$ cat config.mk
export PLATFORM = sky130hd
export DESIGN_NAME = hs2way_fifo
export DESIGN_NICKNAME = d
export VERILOG_FILES = /design/src/rtl/hs2way_fifo.sv
export SDC_FILE = /design/constraint.sdc
export NUM_CORES = 1
export LEC_CHECK = 0
export ABC_AREA = 1
export CORE_ASPECT_RATIO = 0.5
export CORE_MARGIN = 3
export CORE_UTILIZATION = 45
export CTS_CLUSTER_DIAMETER = 150
export DETAILED_ROUTE_END_ITERATION = 10
export PLACE_DENSITY = 0.62
export SYNTH_ARGS = -nofsm -noshare
export SYNTH_HDL_FRONTEND = slang
export SYNTH_SLANG_ARGS = --single-unit
export TNS_END_PERCENT = 50
$ cat constraint.sdc
create_clock -name p_clock -period 2.8 [get_ports p_clock]
set_input_delay 0.42 -clock p_clock [delete_from_list [all_inputs] [get_ports p_clock]]
set_output_delay 0.42 -clock p_clock [all_outputs]
set_load 0.05 [all_outputs]
$ cat src/rtl/hs2way_fifo.sv
// hs2way_fifo: parametrised first-word-fall-through FIFO between two hs2way
// handshake channels. The input side accepts words when p_in_push & p_in_wait_n.
// The output side hands the head word off when p_out_push & p_out_wait_n.
// The fill level and almost-full flag are registered from the next-state level.
module hs2way_fifo #(
  parameter int unsigned g_data_size   = 8,
  parameter int unsigned g_depth_log2  = 4,
  parameter int unsigned g_afull_level = 12
) (
  input  logic                    p_clock,
  input  logic                    p_reset,
  input  logic                    p_flush,
  input  logic                    p_in_push,
  output logic                    p_in_wait_n,
  input  logic [g_data_size-1:0]  p_in_data,
  output logic                    p_out_push,
  input  logic                    p_out_wait_n,
  output logic [g_data_size-1:0]  p_out_data,
  output logic [g_depth_log2:0]   p_level,
  output logic                    p_afull
);

  localparam int unsigned c_ptr_w   = g_depth_log2;
  localparam int unsigned c_level_w = g_depth_log2 + 1;
  localparam int unsigned c_depth   = 1 << g_depth_log2;

  // Reject parameter combinations the design cannot honour
  if (g_depth_log2 < 1 || g_depth_log2 > 10) begin : g_bad_depth
    $error("hs2way_fifo: g_depth_log2 must be in 1..10");
  end
  if (g_afull_level < 1 || g_afull_level > c_depth) begin : g_bad_afull
    $error("hs2way_fifo: g_afull_level must be in 1..DEPTH");
  end

  typedef enum logic {
    ST_INIT = 1'b0,
    ST_RUN  = 1'b1
  } state_t;

  state_t                  state, state_next;
  logic [c_ptr_w-1:0]      wr_ptr, wr_ptr_next;
  logic [c_ptr_w-1:0]      rd_ptr, rd_ptr_next;
  logic [c_level_w-1:0]    level, level_next;
  logic                    in_wait_n_next;
  logic                    out_push_next;
  logic                    afull_next;
  logic                    wr;
  logic                    rd;
  logic                    mem_we;

  logic [g_data_size-1:0]  mem [c_depth];

  // Handshake qualification on both sides
  always_comb begin
    wr = p_in_push & p_in_wait_n;
    rd = p_out_push & p_out_wait_n;
  end

  // Next-state logic: flush wins over any transfer on the same edge
  always_comb begin
    state_next     = state;
    wr_ptr_next    = wr_ptr;
    rd_ptr_next    = rd_ptr;
    level_next     = level;
    mem_we         = 1'b0;
    in_wait_n_next = 1'b0;
    out_push_next  = 1'b0;
    afull_next     = 1'b0;

    if (p_flush) begin
      wr_ptr_next = '0;
      rd_ptr_next = '0;
      level_next  = '0;
    end else begin
      if (wr) begin
        mem_we      = 1'b1;
        wr_ptr_next = wr_ptr + c_ptr_w'(1);
      end
      if (rd) begin
        rd_ptr_next = rd_ptr + c_ptr_w'(1);
      end
      level_next = level + c_level_w'(wr) - c_level_w'(rd);
    end

    case (state)
      ST_INIT: begin
        // Leaving init: storage is empty so the input side may open
        state_next     = ST_RUN;
        in_wait_n_next = 1'b1;
      end
      ST_RUN: begin
        in_wait_n_next = (level_next != c_level_w'(c_depth));
      end
      default: begin
        state_next = ST_INIT;
      end
    endcase

    out_push_next = (level_next != '0);
    afull_next    = (level_next >= c_level_w'(g_afull_level));
  end

  // Control and status registers
  always_ff @(posedge p_clock or posedge p_reset) begin
    if (p_reset) begin
      state       <= ST_INIT;
      wr_ptr      <= '0;
      rd_ptr      <= '0;
      level       <= '0;
      p_in_wait_n <= 1'b0;
      p_out_push  <= 1'b0;
      p_afull     <= 1'b0;
    end else begin
      state       <= state_next;
      wr_ptr      <= wr_ptr_next;
      rd_ptr      <= rd_ptr_next;
      level       <= level_next;
      p_in_wait_n <= in_wait_n_next;
      p_out_push  <= out_push_next;
      p_afull     <= afull_next;
    end
  end

  // Storage array, deliberately left without reset
  always_ff @(posedge p_clock) begin
    if (mem_we) begin
      mem[wr_ptr] <= p_in_data;
    end
  end

  // Head of the queue falls through to the output
  always_comb begin
    p_out_data = mem[rd_ptr];
    p_level    = level;
  end

endmodule
==> reports/metrics.cfg, run 1 <==
[run_status]
status = finished clean

[synth]
synth_nets = 603
syn_inst = 579
synth_top_flop_cell = edfxtp_1
ys_seq_elements = 145
async_flop_share = 0.117
synth_edf_count = 128
syn_area_per_cell_um2 = 10.9
yosys_warnings = 0
synth_cell_types = 24
seq_area_frac_synth = 0.676
syn_area_um2 = 6320

[power_and_ir_drop]
combPwrFrac = 0.264
power_frac_seq = 0.395
peakVddDrop_v = 0.000617
switching_share = 0.319
power.density_nw_per_um2 = 845
power.switching_uw = 2030
leakage_uw = 0.00302
internal_power_uw = 4340
power.share.clock = 0.341

[sta]
max_slew.worst_pin.slew_ns = 0.848
rsz0062_at_grt = false
setup-violations-final = 0
slew-limit-headroom = 0.433
fmax_ghz = 0.377
fin_crit_sh = 0.948
clock_skew_ns = 0.00801
final_hold_viol_count = 0
setup_tns_ns = 0
maxSlewViolCount = 0
min_period_ns = 2.65

[floorplanning]
dieHeight_um = 89.8
die_area_um2 = 15600
die_w_um = 174
start_util = 0.480
io_pins = 29
rows = 29
fp.coreArea_um2 = 13200

[cts]
clk_latency_ns = 0.41
cts_setup_buffers = 0
cts-htree-levels = 4
cts_buffers = 17
cts_num_sinks = 145
tritoncts = built
root_buffer = clkbuf_16
clk_pin_slew_worst_paths_ns = 0.06
cts_buffer_depth = 2
hold_buffers = 0

[cells_and_area]
mostFrequentLayoutCells = 157 x nand2_1, 128 x edfxtp_1, 66 x nand3_1
instances_no_fill = 824
fin_nets = 650
stdcell_area_um2 = 7540
areaGrowthSynthToFinish_pct = 19.4
final_common_cell = nand2_1
diodes = 0
drive_above_1_share = 0.127

[grt]
grt.total_usage = 0.188
grt_pass1_wl_mm = 22.4
grt_busiest_layer = met2
grt_max_degree = 63
grt_use_met3 = 0.0509
met1_usage = 0.276
antenna_found_initial = 0
overflow = 0
grt_pass1_vias = 4077
grt_use_met2 = 0.277

[routing]
first_pass_iters = 5
drtIter0Drc = 367
post_drt_wl_per_cell_um = 17.0
drc = 0
dr_total_vias = 4192
via_per_inst = 5.09
drtAntennaViolNets = 0
finalWirelength_mm = 14.0

[critical_path]
worstPathRequired_ns = 2.38
slowest_delay_ns = 0.60
crit_cells = 9
worst_setup_path_start_kind = flip-flop
worstPathArrival_ns = 2.23
crit_type = flip-flop to output port
r2r_cells = 13
crit_slowest_cell = dfrtp_4
cp_common_cell = nand2_1
crit_path_end_kind = output port
crit_chain = inv_2 > buf_6 > nand2_1 > nand2_1 > nand2_1 > nand3_1 > nand3_1 > nand2_1 > buf_12
cp_top_family = simple AND/OR/NAND/NOR gates
critPathBufInv = 3
crit_path_max_fanout = 34

[place]
placed_cells = 793
io_buffers = 28
place_area_um2 = 6970
finalWeightedCongestion = 0.836
post-dp-hpwl_mm = 8.77

[run]
maxCapViolations = 0

[worst_hold_path]
hold_path_class = input port to asynchronous set/reset pin

final cells by class:
class,count,area [um2]
well taps,186,233
clock buffers,18,429
inverters,60,225
multi-input cells,349,1670
repair buffers,53,577
flip-flops and latches,145,4270
fillers,1091,5630
clock inverters,13,140
worst paths after layout:
path / from / end / slack (ns)
setup / recovery: rd_ptr[0]$_DFFE_PP0P_ / p_out_data[6] / 0.15
hold / removal: p_reset / p_out_push$_DFF_PP0_ / 0.39
setup reg to reg: p_out_push$_DFF_PP0_ / p_in_wait_n$_DFF_PP0_ / 0.58
hold reg to reg: state$_DFF_PP0_ / p_in_wait_n$_DFF_PP0_ / 0.53
max in group asynchronous: p_reset / rd_ptr[0]$_DFFE_PP0P_ / 1.92
min in group p_clock: state$_DFF_PP0_ / p_in_wait_n$_DFF_PP0_ / 0.53
power by group through the flow:
stage | logic (uW) | clock network, uW | registers, uW
floorplan | 949 | 0 | 2700
global placement | 1660 | 0 | 2560
CTS | 1690 | 2200 | 2520
finish | 1680 | 2170 | 2520
global route | 1850 | 2310 | 2540
detailed placement | 1680 | 0 | 2560
routing by layer:
layer | vias up | share of wire
met2 | 135 | 0.45
met1 | 2006 | 0.47
li1 | 2035 | -
met4 | 0 | 0.011
met5 | - | 0
met3 | 16 | 0.067
registers in the layout, indices dropped and copies added, names as in the netlist:
register	count
mem	128
p_level	5
rd_ptr	4
wr_ptr	4
p_afull	1
p_in_wait_n	1
p_out_push	1
state	1
cell families after synthesis:
| group | count (synthesis) | share of synthesized area |
|---|---|---|
| AOI/OAI and AO/OA | 45 | 0.0495 |
| adders and majority gates | 11 | 0.0230 |
| buffers and inverters | 85 | 0.0608 |
| DFF | 145 | 0.676 |
| other | 1 | 0.000593 |
| and+or+nand+nor | 292 | 0.191 |
cells in the mapped netlist (2+ instances only):
| library cell | n | area, um2 |
|---|---|---|
| nor3_1 | 12 | 60.1 |
| a21oi_1 | 6 | 30.0 |
| buf_6 | 5 | 56.3 |
| o211ai_2 | 11 | 138 |
| nor2_1 | 54 | 203 |
| nand3_1 | 66 | 330 |
| ha_1 | 10 | 125 |
| edfxtp_1 | 128 | 3840 |
| o21ai_1 | 11 | 55.1 |
| inv_2 | 3 | 11.3 |
| buf_4 | 3 | 22.5 |
| or2_2 | 2 | 12.5 |
| dfrtp_1 | 17 | 425 |
| o21ai_0 | 15 | 75.1 |
| inv_1 | 57 | 214 |
| nand2_1 | 157 | 589 |
| clkbuf_1 | 3 | 11.3 |
| buf_2 | 13 | 65.1 |
per-stage QoR:
stage	worst slack, ns	utilization	power, uW	hold WS (ns)
after floorplan	0.492	-	3650	0.346
after global placement	0.180	0.529	4220	0.507
after detailed placement	0.130	0.529	4250	0.518
after CTS	0.0665	0.572	6410	0.398
after global routing	0.0218	0.573	6690	0.478
final	0.147	0.573	6370	0.395
what timing repair did:
| action | 4_1_cts | 5_1_grt |
|---|---|---|
| resized for setup | 0 | 2 |
| setup endpoints to repair | 0 | 6 |
| hold endpoints to repair | 0 | 0 |
No activity file was read; power rests on OpenSTA's default activity.
==> inputs of run 2 (changes only) <==
- ABC_CLOCK_PERIOD_IN_PS: default -> 2800
==> results of run 2 <==
Final layout, timing and power as in run 1 (identical DEF).
